## src/rtl/fwd_hazard_ctrl_pkg.sv

```systemverilog
// Shared definitions for the forwarding / hazard controller.
// Register_Bank and the decoder import this package too, so the opcode values,
// instruction field positions and operand-select encoding are defined only here.
package fwd_hazard_ctrl_pkg;

   // Instruction word layout
   localparam int INS_W  = 24;
   localparam int OP_HI  = 23;
   localparam int OP_LO  = 18;
   localparam int RD_HI  = 17;
   localparam int RD_LO  = 13;
   localparam int RS1_HI = 12;
   localparam int RS1_LO = 8;
   localparam int RS2_HI = 7;
   localparam int RS2_LO = 3;
   localparam int REG_W  = 5;

   // Opcodes; every value not listed here behaves as a NOP
   localparam logic [5:0] OP_ALU_R = 6'h01;
   localparam logic [5:0] OP_ALU_I = 6'h02;
   localparam logic [5:0] OP_LOAD  = 6'h03;
   localparam logic [5:0] OP_STORE = 6'h04;

   // Operand source select seen by Register_Bank
   typedef enum logic [1:0] {
      SEL_REG = 2'b00,
      SEL_EX  = 2'b01,
      SEL_DM  = 2'b10,
      SEL_WB  = 2'b11
   } sel_t;

   // One entry of the destination-tracking pipe
   typedef struct packed {
      logic             valid;
      logic [REG_W-1:0] rd;
      logic             is_load;
   } stage_t;

   // What an opcode class reads, writes and whether it carries an immediate
   typedef struct packed {
      logic reads_rs1;
      logic reads_rs2;
      logic writes_rd;
      logic uses_imm;
      logic is_load;
   } op_class_t;

   // Map an opcode onto its operand usage
   function automatic op_class_t classify(input logic [5:0] op);
      op_class_t c;
      c = '0;
      case (op)
         OP_ALU_R: begin
            c.reads_rs1 = 1'b1;
            c.reads_rs2 = 1'b1;
            c.writes_rd = 1'b1;
         end
         OP_ALU_I: begin
            c.reads_rs1 = 1'b1;
            c.writes_rd = 1'b1;
            c.uses_imm  = 1'b1;
         end
         OP_LOAD: begin
            c.reads_rs1 = 1'b1;
            c.writes_rd = 1'b1;
            c.uses_imm  = 1'b1;
            c.is_load   = 1'b1;
         end
         OP_STORE: begin
            c.reads_rs1 = 1'b1;
            c.reads_rs2 = 1'b1;
            c.uses_imm  = 1'b1;
         end
         default: c = '0;
      endcase
      return c;
   endfunction

endpackage

```

## src/rtl/fwd_match.sv

```systemverilog
// Single-operand forwarding select: compares one source register against the
// EX, DM and WB destination entries and picks the youngest matching stage.
module fwd_match
   import fwd_hazard_ctrl_pkg::*;
(
   input  logic [REG_W-1:0] rs,
   input  logic             rd_en,
   input  stage_t           ex,
   input  stage_t           dm,
   input  stage_t           wb,
   output logic [1:0]       sel
);

   // Load flags are only relevant to stall detection, not to source selection
   logic unused_load;
   assign unused_load = ex.is_load ^ dm.is_load ^ wb.is_load;

   // Youngest matching stage wins; r0 and unread operands always use the regfile
   always_comb begin
      sel = SEL_REG;
      if (rd_en && (rs != '0)) begin
         if (ex.valid && (ex.rd == rs)) begin
            sel = SEL_EX;
         end else if (dm.valid && (dm.rd == rs)) begin
            sel = SEL_DM;
         end else if (wb.valid && (wb.rd == rs)) begin
            sel = SEL_WB;
         end
      end
   end

endmodule

```

## src/rtl/fwd_hazard_ctrl.sv

```systemverilog
// Forwarding and load-use hazard controller for the decode stage.
// Tracks destination registers through EX/DM/WB and produces operand source
// selects, the immediate select and a one-cycle stall for load-use pairs.
module fwd_hazard_ctrl
   import fwd_hazard_ctrl_pkg::*;
(
   input  logic             clk,
   input  logic             rst,
   input  logic [INS_W-1:0] ins,
   input  logic             ins_valid,
   output logic [1:0]       mux_sel_A,
   output logic [1:0]       mux_sel_B,
   output logic             imm_sel,
   output logic             stall,
   output logic [REG_W-1:0] RW_dm,
   output logic [REG_W-1:0] RW_wb,
   output logic             wb_we
);

   logic [5:0]       opcode;
   logic [REG_W-1:0] rd;
   logic [REG_W-1:0] rs1;
   logic [REG_W-1:0] rs2;
   logic             unused_bits;
   op_class_t        cls;
   logic             active;
   logic             load_use;
   logic             rd_en_a;
   logic             rd_en_b;
   stage_t           ex_q;
   stage_t           dm_q;
   stage_t           wb_q;
   stage_t           ex_next;

   assign opcode      = ins[OP_HI:OP_LO];
   assign rd          = ins[RD_HI:RD_LO];
   assign rs1         = ins[RS1_HI:RS1_LO];
   assign rs2         = ins[RS2_HI:RS2_LO];
   assign unused_bits = ^ins[RS2_LO-1:0];
   assign cls         = classify(opcode);

   // Reset masks the instruction so every output is quiet while rst is high
   assign active = ins_valid & ~rst;

   // A load still in EX cannot forward yet; any real read of its target waits a cycle
   always_comb begin
      load_use = 1'b0;
      if (active && ex_q.valid && ex_q.is_load) begin
         if (cls.reads_rs1 && (rs1 != '0) && (ex_q.rd == rs1)) begin
            load_use = 1'b1;
         end
         if (cls.reads_rs2 && (rs2 != '0) && (ex_q.rd == rs2)) begin
            load_use = 1'b1;
         end
      end
   end

   assign stall   = load_use;
   assign imm_sel = active & cls.uses_imm;

   // Selects are held at the regfile while stalling; the retry picks up the load from DM
   assign rd_en_a = active & ~load_use & cls.reads_rs1;
   assign rd_en_b = active & ~load_use & cls.reads_rs2;

   fwd_match u_match_a (
      .rs    (rs1),
      .rd_en (rd_en_a),
      .ex    (ex_q),
      .dm    (dm_q),
      .wb    (wb_q),
      .sel   (mux_sel_A)
   );

   fwd_match u_match_b (
      .rs    (rs2),
      .rd_en (rd_en_b),
      .ex    (ex_q),
      .dm    (dm_q),
      .wb    (wb_q),
      .sel   (mux_sel_B)
   );

   // Next EX entry: a bubble unless a real, non-stalled instruction writes a non-zero RD
   always_comb begin
      ex_next = '0;
      if (active && !load_use && cls.writes_rd && (rd != '0)) begin
         ex_next.valid   = 1'b1;
         ex_next.rd      = rd;
         ex_next.is_load = cls.is_load;
      end
   end

   // Destination tracking pipe, advancing every clock
   always_ff @(posedge clk or posedge rst) begin
      if (rst) begin
         ex_q <= '0;
         dm_q <= '0;
         wb_q <= '0;
      end else begin
         ex_q <= ex_next;
         dm_q <= ex_q;
         wb_q <= dm_q;
      end
   end

   assign RW_dm = dm_q.valid ? dm_q.rd : '0;
   assign RW_wb = wb_q.valid ? wb_q.rd : '0;
   assign wb_we = wb_q.valid;

endmodule

```

## config.mk

```make
export PLATFORM = sky130hd
export DESIGN_NAME = fwd_hazard_ctrl
export DESIGN_NICKNAME = d
export VERILOG_FILES = /design/src/rtl/fwd_hazard_ctrl_pkg.sv /design/src/rtl/fwd_match.sv /design/src/rtl/fwd_hazard_ctrl.sv
export SDC_FILE = /design/constraint.sdc
export NUM_CORES = 1
export LEC_CHECK = 0
export CORE_AREA = 2 2 56 58
export DETAILED_ROUTE_END_ITERATION = 10
export DIE_AREA = 0 0 58 60
export PLACE_DENSITY = 0.77
export RECOVER_POWER = 25
export SETUP_SLACK_MARGIN = 0.2
export SLEW_MARGIN = 20
export SYNTH_ARGS = -nofsm -noshare
export SYNTH_HDL_FRONTEND = slang
export SYNTH_SLANG_ARGS = --single-unit
```

## constraint.sdc

```tcl
create_clock -name clk -period 2.5 [get_ports clk]
set_input_delay 0.375 -clock clk [delete_from_list [all_inputs] [get_ports clk]]
set_output_delay 0.375 -clock clk [all_outputs]
set_load 0.02 [all_outputs]
```

; ---- Word-level counts from Yosys, hierarchy flattened
; Index checks and enable logic that the tools add are counted.
; W data, S select, Z words.
[totals]
ff_bits = 19
ramBits = 0
rom_bits = 0
elab_cells = 68
latch_bits = 0
out_inout_bits = 17
memories = 0
[op_classes]
n_lt_le_gt_ge = 0
addsub = 0
reduce_logical = 25
bitwise_logic = 7
muxes = 19
div = 0
n_eq_ne = 10
n_shift = 0
mul = 0
[ops]
columns = op, n
row1 = $eq A5 B5 Y1, 6
row2 = $logic_and A1 B1 Y1, 17
row3 = $mux W2, 8
row4 = $reduce_bool A5 Y1, 3
row5 = $eq A6 B2 Y1 const B, 2
row6 = $mux W5, 2
row7 = $mux W1, 8
row8 = $mux W7, 1
row9 = $eq A6 B1 Y1 const B, 1
row10 = $eq A6 B3 Y1 const B, 1
row11 = $reduce_or A3 Y1, 2
row12 = $and A1 B1 Y1, 5
row13 = $reduce_or A4 Y1, 1
row14 = $not A1 Y1, 2
row15 = $reduce_or A2 Y1, 1
row16 = $logic_not A1 Y1, 1

; ---- Depth between registers and ports, before layout
; Gate-level depths: netlist of run 1.
[logic_depth]
word_depth = 13
depth_mapped = 6
mapped_depth_nobuf = 5

; ---- Cells and area by module
; Synthesis of run 1 repeated with hierarchy kept, for this count alone.
[hier_totals]
cells_unflattened = 141
hier_area_um2 = 1401.3
[by_module_without_submodules]
columns = module, n_inst, cells_each, seq_area_each_um2, area_each_um2
row1 = fwd_hazard_ctrl, 1, 87, 525.5, 978.4
row2 = fwd_match, 2, 27, 0.0, 211.5

; ---- Least setup slack after synthesis of run 1
; No wires, ideal clock.
[synth_timing]
path_type = input-to-output
from = input rst
to = output mux_sel_B[1]
setup_slack_ns = 0.007
cell_stages = 5
path_buffers = 0
arrival_ns = 2.118
cell_sequence = inv_1 nand3_1 a211oi_1 a22oi_1 a211oi_1
[synth_via]
elab_chain_len = 10
[synth_lines]
columns = element, line
row1 = "start, declared", fwd_hazard_ctrl.sv:8  ; input logic rst,
row2 = $not A1 Y1 (*), fwd_hazard_ctrl.sv:43  ; assign active = ins_valid & ~rst;
row3 = $and A1 B1 Y1 (*), fwd_hazard_ctrl.sv:43
row4 = $logic_and A1 B1 Y1 (2 in series), fwd_hazard_ctrl.sv:48  ; if (active && ex_q.valid && ex_q.is_load) begin
row5 = $mux W1, fwd_hazard_ctrl.sv:48
row6 = $not A1 Y1, fwd_hazard_ctrl.sv:63  ; assign rd_en_b = active & ~load_use & cls.reads_rs2;
row7 = $and A1 B1 Y1 (*) (2 in series), fwd_hazard_ctrl.sv:63
row8 = $logic_and A1 B1 Y1 (*), fwd_match.sv:21  ; if (rd_en && (rs != '0)) begin
row9 = $mux W2 (*), fwd_match.sv:21
row10 = "end, declared", fwd_hazard_ctrl.sv:12  ; output logic [1:0] mux_sel_B,
; Mark *: on every way between the ends. The rest lies on a longest branch, timed or not.

; ---- Worst setup path in the final report of run 1
[layout_timing]
from = register wb_q[3] (netlist bit)
to = output mux_sel_A[1]
[layout_via]
elab_chain_len = 6
[layout_lines]
columns = element, line
row1 = "start, declared", fwd_hazard_ctrl.sv:32  ; stage_t wb_q;
row2 = "start signal, assigned", fwd_hazard_ctrl.sv:102  ; wb_q <= dm_q;
row3 = $eq A5 B5 Y1, fwd_match.sv:26  ; end else if (wb.valid && (wb.rd == rs)) begin
row4 = $logic_and A1 B1 Y1, fwd_match.sv:26
row5 = $mux W2, fwd_match.sv:26
row6 = $mux W2, fwd_match.sv:24  ; end else if (dm.valid && (dm.rd == rs)) begin
row7 = $mux W2, fwd_match.sv:22  ; if (ex.valid && (ex.rd == rs)) begin
row8 = $mux W2, fwd_match.sv:21
row9 = "end, declared", fwd_hazard_ctrl.sv:11  ; output logic [1:0] mux_sel_A,
; Every way passes these cells.

==> results of run 1 <==
[power breakdown]
part | internal, mW | switching (mW)
clock network | 0.0597 | 0.0994
logic | 0.0730 | 0.0659
registers | 0.309 | 0.00218
[worst paths after layout]
kind | startpoint | endpoint
min reg2reg | ex_q[1]$_DFF_PP0_ | dm_q[1]$_DFF_PP0_
max in group asynchronous | rst | wb_q[5]$_DFF_PP0_
min | ex_q[1]$_DFF_PP0_ | dm_q[1]$_DFF_PP0_
min in group asynchronous | rst | ex_q[6]$_DFF_PP0_
max | wb_q[3]$_DFF_PP0_ | mux_sel_A[1]
max reg2reg | ex_q[2]$_DFF_PP0_ | ex_q[5]$_DFF_PP0_
[worst reg2reg max path, stage by stage (launching register included)]
cell and delay [ns]:
dfrtp_1 0.44, xor2_1 0.18, nor3_2 0.23, nand4_1 0.19
a21oi_4 0.25, buf_4 0.18, nor4_1 0.06
[layout by cell type, fill, tap and decap left out, drive strengths merged, types with 2 or more instances in the layout]
cell	instances
a211oi	3
a21oi	3
a22oi	3
and2	11
and3	2
buf	36
clkbuf	5
clkdlybuf4s15	3
clkdlybuf4s50	17
dfrtp	19
dlygate4sd2	12
nand2b	6
nand3	4
nand4	2
nor2	8
nor3	4
nor4	12
or4	2
xnor2	8
xor2	23
[per-stage QoR]
stage,worst slack (ns),TNS (ns),cells
floorplan,0.181,0,123
global placement,-0.500,-2.43,222
detailed placement,-0.546,-2.82,222
CTS,0.163,0,226
global route,0.0850,0,230
finish,0.179,0,230
[sequential cells by signal, indices dropped and copies added (netlist names)]
register,count
ex_q,7
wb_we,1
wb_q,5
dm_q,6
[Yosys cell counts (2+ instances only)]
library cell,instances,area share [%]
xnor2_1,8,5.7
a211oi_1,3,1.8
nor3_1,4,1.6
nand4_1,2,1.0
and3_1,2,1.0
a21oi_1,2,0.82
nor2_1,7,2.2
nand3_1,4,1.6
nor4_1,12,6.2
dfrtp_1,19,39
xor2_1,23,17
nand2b_1,6,3.1
a22oi_1,3,1.8
and2_1,11,5.6
[kinds of logic after synthesis]
| group | after synthesis | share of synthesized area (%) |
|---|---|---|
| simple gates | 56 | 28.5 |
| xor+xnor | 31 | 22.3 |
| flops | 19 | 39.0 |
| compound gates | 15 | 9.45 |
| buf+inv | 2 | 0.718 |
[repair_timing]
item / in CTS / in global routing
resized for setup: 63 / 3
pin swaps: 18 / 8
setup endpoints to repair: 6 / 4
hold buffers: 0 / 0
buffers inserted: 0 / 4
[layer usage]
layer | part of all wire [%] | wire length [µm] | GRT usage (%) | vias to the layer above
met5 | 0 | 0 | 0 | -
met4 | 1.9 | 69 | 8.97 | 0
met3 | 3.9 | 139 | 3.25 | 13
met2 | 57 | 2070 | 46.3 | 44
met1 | 37 | 1340 | 22.4 | 606
li1 | - | - | - | 594
[layout make-up]
cell class                      count  area share (%)
Timing Repair Buffer               71            30.2
Tap cell                           33            2.11
Clock buffer                        3            1.15
Inverter                            1           0.192
Sequential cell                    19            24.3
Clock inverter                      1           0.256
Multi-Input combinational cell    102            41.8
==> results.tsv, run 1 <==
metric	value	unit
status	complete, no violations	
fillers	236	
critical-path-slowest-cell	dfrtp_1	
period_needed	2.32	ns
finalHoldViolCount	0	
numPortBuffers	40	
yosysWarnings	0	
cts_sinks	19	
cts-root-buf	clkbuf_4	
period_share	92.8	%
hpwl	2810	µm
cp-start-kind	flop	
setup_viol	0	
multi_input_area	817	µm²
synth.distinct_cells	31	
grt_pass1_wl	5850	µm
synthFlopType	dfrtp_1	
grt_pass1_vias	1290	
dr.pass1.iters	4	
postPlaceCellArea	1870	µm²
fin_area	1960	µm²
crit_path_end_kind	output pin	
clk_pin_slew	0.11	ns
path_class	flop to output pin	
grt-ovfl-total	0	
arrival	1.95	ns
ys_seq_area_share	39.0	%
grt_antenna_before_repair	0	
area_delta_synth_final	60.5	%
power.density	311	nW/µm²
rsz0062_at_grt	true	
ys_ff_latch	19	
drive_gt1_share	30.5	%
routedWlPerCell	15.7	µm
synthesis.nets	150	
drt-total-wl	3610	µm
drt_iter0_drc	30	
rr_worst_depth	6	
die_w	58	µm
die_y	60	µm
final_util	67.4	%
cp_num_buf_inv	1	
io_pins	44	
postSynthAreaPerCell	9.91	µm²
skew	0.00477	ns
power	0.609	mW
slew_viol_final	0	
fmax	431	MHz
cap_violations	0	
crit_fanout	3	
power.leakage	0.887	nW
avgViaCountPerCell	5.47	
worst_slew_pin_slew	0.342	ns
diodes	0	
rows	20	
regArea	475	µm²
place_congestion	0.903	
ff2ff_setup_slack	0.84	ns
gr-usage-all-layers	22.6	%
cpPeakStageDelay	0.43	ns
clkLatencyLatePin	0.30	ns
cts_buffers	3	
path_cells	xor2_1, nor4_2, and3_1, a31oi_1, nor4b_2, buf_4	
drc	0	
async_flop_share	100	%
required	2.12	ns
grt_max_degree	18	
syn_inst	123	
start_util	42.0	%
cp.depth	6	
peakVddDrop	0.242	mV
tritoncts	built	
synthesis.area	1220	µm²
fin_nets	225	
cts_htree_levels	1	
die_area	3480	µm²
synth_edf_count	0	
hold_depth	0	
core_area	2900	µm²
slew_headroom	76.9	%
hold-worst-slack	0.462	ns
vias	1257	
hp-class	flop to flop	
clockBufferDepth	2	
ant_nets	0	
crit_family	simple AND/OR/NAND/NOR gates	
Note: power is estimated with default switching activity, not from simulation.
==> run 2, diff against run 1 <==
Settings changed: CELL_PAD_IN_SITES_DETAIL_PLACEMENT set to 1, CELL_PAD_IN_SITES_GLOBAL_PLACEMENT set to 1, CORE_AREA 2 2 56 58 to 2 2 64 66, DIE_AREA 0 0 58 60 to 0 0 66 68, PLACE_DENSITY 0.77 to not set, PLACE_DENSITY_LB_ADDON set to 0.2.
==> run 2 against run 1 <==
Net effect:
- via count up 2.4%
- global-route usage down 3.2 points
- sequential share of layout area down 1.3 points
- clock power up 36%
- combinational power up 7%
- final cell count up 8.3%
- setup slack better by 0.0023 ns
- hold slack worse by 0.0074 ns
==> results.tsv, run 2 (same netlist as run 1, synthesis figures left out) <==
metric	value	unit	change
peakVddDrop	0.143	mV	-41%
die_y	68	µm	+13%
dr.pass1.iters	4		unchanged
numPortBuffers	40		unchanged
routedWlPerCell	17.6	µm	+12%
arrival	1.94	ns	about the same
cts_htree_levels	1		unchanged
io_pins	44		unchanged
diodes	0		unchanged
hpwl	3150	µm	+12%
path_class	flop to output pin		
drt-total-wl	4390	µm	+22%
setup_viol	0		unchanged
die_w	66	µm	+14%
largest_reg_flops	7		unchanged
grt_pass1_wl	6350	µm	+8.5%
grt_pass1_vias	1344		+4.2%
period_needed	2.32	ns	-0.00230 ns
rows	23		+15%
cts-root-buf	clkbuf_8		
crit_family	simple AND/OR/NAND/NOR gates		
ant_nets	0		unchanged
vias	1287		+2.4%
skew	0.00227	ns	-0.00250 ns
final_common_cell	buf_4		
slew_headroom	74.9	%	-2.0 points
grt_max_degree	15		-3
tritoncts	built		
cap_violations	0		unchanged
grt_antenna_before_repair	0		unchanged
power	0.676	mW	+11%
clockBufferDepth	2		unchanged
crit_fanout	4		+1
clkLatencyLatePin	0.25	ns	-0.05 ns
clk_pin_slew	0.07	ns	-0.04 ns
avgViaCountPerCell	5.17		-5.4%
power.density	328	nW/µm²	+5.3%
fin_nets	227		+0.89%
start_util	31.6	%	-10 points
critical-path-slowest-cell	dfrtp_1		
slew_viol_final	0		unchanged
power.leakage	0.918	nW	+3.5%
fmax	431	MHz	about the same
cpPeakStageDelay	0.44	ns	about the same
die_area	4490	µm²	+29%
grt-ovfl-total	0		unchanged
cp-start-kind	flop		
regMostFlops	ex_q		
drc	0		unchanged
crit_path_end_kind	output pin		
crit_path_frequent_cell	buf_4		
drt_iter0_drc	54		+80%
cts_buffers	3		unchanged
gr-usage-all-layers	19.4	%	-3.2 points
reg_top3	ex_q: 7 flops, dm_q: 6 flops, wb_q: 5 flops		
cts_sinks	19		unchanged
required	2.12	ns	about the same
hold-worst-slack	0.454	ns	-0.00738 ns
hp-class	flop to flop		
status	complete, no violations		
finalHoldViolCount	0		unchanged
cp_num_buf_inv	2		+1
path_cells	xor2_1, nor4_2, buf_4, a31oi_2, nor4b_2, buf_4		
rsz0062_at_grt	true		
fillers	456		+93%
drive_gt1_share	38.7	%	+8.2 points
layout_common_cells	32 x buf_4, 22 x xor2_1, 19 x dfrtp_1		
area_delta_synth_final	69.2	%	
worst_slew_pin_slew	0.373	ns	+0.0309 ns
period_share	92.7	%	about the same
ff2ff_setup_slack	0.76	ns	-0.08 ns
place_congestion	0.825		-8.6%
core_area	3860	µm²	+33%
## run 2: cell types whose count changed in the layout (fill, tap and decap cells not counted), moves of 2 or more
cell	delta
clkbuf_8	+3
dlygate4sd2_1	-5
nor4_1	-2
clkbuf_2	+4
nor4_2	+2
clkdlybuf4s15_1	-2
and3_1	-2
buf_6	+2
clkbuf_4	-3
## run 2: worst paths after layout
kind                                           to  depth (start not counted)              start
max in group asynchronous       wb_q[1]$_DFF_PP0_                          3                rst
worst min-delay path            dm_q[5]$_DFF_PP0_                          0  ex_q[5]$_DFF_PP0_
worst max-delay path                 mux_sel_A[1]                          6  dm_q[5]$_DFF_PP0_
min in group asynchronous       ex_q[0]$_DFF_PP0_                          3                rst
worst max register to register  ex_q[3]$_DFF_PP0_                          6  ex_q[4]$_DFF_PP0_
worst min register to register  dm_q[5]$_DFF_PP0_                          0  ex_q[5]$_DFF_PP0_
## run 2: metal layers
| metal | track usage [%] | vias up | share of wire, % |
|---|---|---|---|
| met1 | 20.4 | 645 | 38 |
| met2 | 39.1 | 41 | 56 |
| li1 | - | 593 | - |
| met5 | 0 | - | 0 |
| met4 | 7.65 | 0 | 2.4 |
| met3 | 1.97 | 8 | 3.6 |
## run 2: metrics by stage
step                util, %  TNS, ns  worst slack (ns)  std cells  cell area [µm²]
floorplan                 -        0             0.181        123             1230
global placement       48.8    -2.52            -0.499        238             1880
detailed placement     48.8    -2.78            -0.600        238             1880
CTS                    51.3        0             0.207        244             1980
global route           53.5        0             0.129        249             2060
finish                 53.5        0             0.181        249             2060
## run 2: worst register-to-register path, delay by kind of cell (launching register included)
family | cells | cell delay (ns)
compound gates | 1 | 0.25
flops | 1 | 0.44
buf+inv | 1 | 0.19
simple gates | 3 | 0.53
xor+xnor | 1 | 0.20
## run 2: timing repair
item,in CTS,in global routing
setup buffers,2,5
setup endpoints to repair,6,6
gates resized for setup,68,25
pin swaps,14,17
hold buffers,0,0
## run 2: area by class of cell
cell class / count / area, µm² / area share (%)
Multi-Input combinational cell: 102 / 871 / 42.2
Timing Repair Buffer: 73 / 601 / 29.1
Sequential cell: 19 / 475 / 23.1
Tap cell: 50 / 62.6 / 3.03
Clock buffer: 3 / 41.3 / 2.00
Clock inverter: 1 / 7.51 / 0.364
Inverter: 1 / 3.75 / 0.182
## run 2: power breakdown
group | internal (mW) | switching, mW | leakage (nW)
combinational | 0.0754 | 0.0736 | 0.631
clock | 0.112 | 0.104 | 0.0217
sequential | 0.309 | 0.00217 | 0.265
==> variant, RTL diff (flow settings as in run 2) <==
Reset style: synchronous (`rst`), changed in one clocked block.
--- a/src/rtl/fwd_hazard_ctrl.sv
+++ b/src/rtl/fwd_hazard_ctrl.sv
@@ -91,7 +91,7 @@
    end
 
    // Destination tracking pipe, advancing every clock
-   always_ff @(posedge clk or posedge rst) begin
+   always_ff @(posedge clk) begin
       if (rst) begin
          ex_q <= '0;
          dm_q <= '0;
Function: differs if rst is asserted again (counterexample within 4 cycles, from zero or initial values and one cycle with rst high); with rst held inactive, the same outputs for 10 cycles.
==> variant against run 2 <==
Sequential power down 3%; worst setup slack better by 0.055 ns; area after synthesis down 1.6%; via count down 4.4%; power up 1.0%; sequential cell count unchanged; maximum frequency up 2.4%; routed wire length down 4.1%; first-iteration DRC count down 39%; critical endpoint is now mux_sel_B[1]; largest cell class unchanged; largest power group unchanged; final area down 0.97%.
==> variant: results (changes against run 2) <==
| Metric | Value |
|---|---|
| Outcome | finished clean |
| Vias | 1231 (-4.4%) |
| H-tree Lvls | 1 (unchanged) |
| Leakage power | 0.822 nW (-10%) |
| Max VDD drop | 147 uV (+2.4%) |
| Clock latency on the worst-skew pair | 0.27 ns (+0.02 ns) |
| Routability Congestion | 0.846 (+2.5%) |
| Final Util | 53.0% (-0.52 points) |
| Top Layer Used | met4 |
| Synth Flop Type | dfxtp_1 |
| Sw Share | 28.2% (+1.6 points) |
| Worst slew margin | 63.6% (-11 points) |
| Worst Hold Class | in -> reg |
| Ys Warns | 0 (unchanged) |
| Ant diodes | 0 (unchanged) |
| Number of port buffers | 40 (unchanged) |
| Post-synth top cells | dfxtp_1, xor2_1, nor2_1, xnor2_1, nor2b_1 |
| Layout fillers | 465 (+2.0%) |
| Total CTS buffers | 3 (unchanged) |
| GRT Util Overall | 19.0% (-0.38 points) |
| Synth Area in Compound Gates | 7.20% (-2.2 points) |
| Syn Area/Cell | 8.75 um2 (-12%) |
| Mux share of post-synthesis cell area | 0.835% (+0.84 points) |
| Bufs on Longest Clock Path | 2 (unchanged) |
| Synth cell types | 33 (+6.5%) |
| DR WL/cell | 16.1 um (-8.5%) |
| Syn Nets | 164 (+9.3%) |
| Pre-CTS WS | -0.648 ns (-0.0481 ns) |
| CP arrival | 1.89 ns (-0.05 ns) |
| Sequential-to-total area share from yosys stat | 31.7% (-7.3 points) |
| WL met2 | 2330 um (-5.8%) |
| Post-synthesis async set-or-reset flop share | 0% (-100 points) |
| CTS root buffer | clkbuf_8 |
| WL met3 | 192 um (+20%) |
| Post-DP Area | 1810 um2 (-3.9%) |
| Post-Synth XOR/XNOR Area | 23.4% (+1.1 points) |
| CP max stage cell | a311o_2 |
| CP peak stage delay | 0.45 ns |
| Final nets | 239 (+5.3%) |
| Inst Count DP | 245 (+2.9%) |
| Clk slew on worst S/H paths | 0.08 ns |
| Starting DRC count in detailed routing | 33 (-39%) |
| Detailed Routing Iterations Pass 1 | 3 (-1) |
| Worst-path fanout max | 5 (+1) |
| Largest net degree at the start of global routing | 13 (-2) |
| Layout cells sized above 1 | 42.2% (+3.5 points) |
| Vias in the first global route | 1279 (-4.8%) |
| Global-route wire length before repair | 6240 um (-1.7%) |
| Post-DP HPWL | 3030 um (-3.8%) |
| Routed wire length | 4210 um (-4.1%) |
| Dominant cells by area after synthesis | dfxtp_1, xor2_1, xnor2_1, nor2b_1, and2_1 |
| Initial antenna violation count | 0 (unchanged) |
| Biggest regs | ex_q x7, dm_q x6, wb_q x5 |
| Final Skew | 0.00666 ns (+0.00439 ns) |
| M1 WL | 1640 um (-0.30%) |
-- variant: timing repair --
action,in CTS,in global routing
endpoints found under the setup margin,6,5
buffers inserted,11,1
pin swaps,13,21
resized for setup,83,48
-- variant: area by class of cell --
type | instances | area share, %
repair buffers | 75 | 28.7
well taps | 50 | 3.06
multi-input cells | 113 | 46.7
clock inverters | 1 | 0.368
clock buffers | 3 | 2.02
flip-flops and latches | 19 | 19.2
-- variant: metal layers --
metal  global-route usage, %  vias to the layer above
met5                       0                        -
met4                    7.65                        0
met3                    1.81                        4
met2                    38.0                       34
met1                    20.3                      584
li1                        -                      609
-- variant: path summary, 6_finish.rpt --
| check | cells after the start | slack, ns | start | endpoint |
|---|---|---|---|---|
| worst min-delay path | 3 | 0.42 | ins[18] | ex_q[0]$_SDFF_PP0_ |
| worst min register to register | 1 | 0.51 | ex_q[1]$_SDFF_PP0_ | dm_q[1]$_SDFF_PP0_ |
| worst max-delay path | 7 | 0.24 | ins[7] | mux_sel_B[1] |
| worst max register to register | 8 | 0.63 | ex_q[4]$_SDFF_PP0_ | ex_q[6]$_SDFF_PP0_ |
-- variant: worst max-delay path, delay by kind of cell --
kind | cells | cell delay, ns
buffers and inverters | 2 | 0.33
and+or+nand+nor | 3 | 0.51
AOI/OAI and AO/OA | 2 | 0.66
-- variant: power groups by stage --
stage | clock, mW | sequential (mW) | combinational, mW
6_report | 0.227 | 0.303 | 0.153
5_1_grt | 0.245 | 0.303 | 0.164
4_1_cts | 0.237 | 0.305 | 0.139
3_5_place_dp | 0 | 0.312 | 0.129
3_3_place_gp | 0 | 0.312 | 0.125
2_1_floorplan | 0 | 0.311 | 0.0493
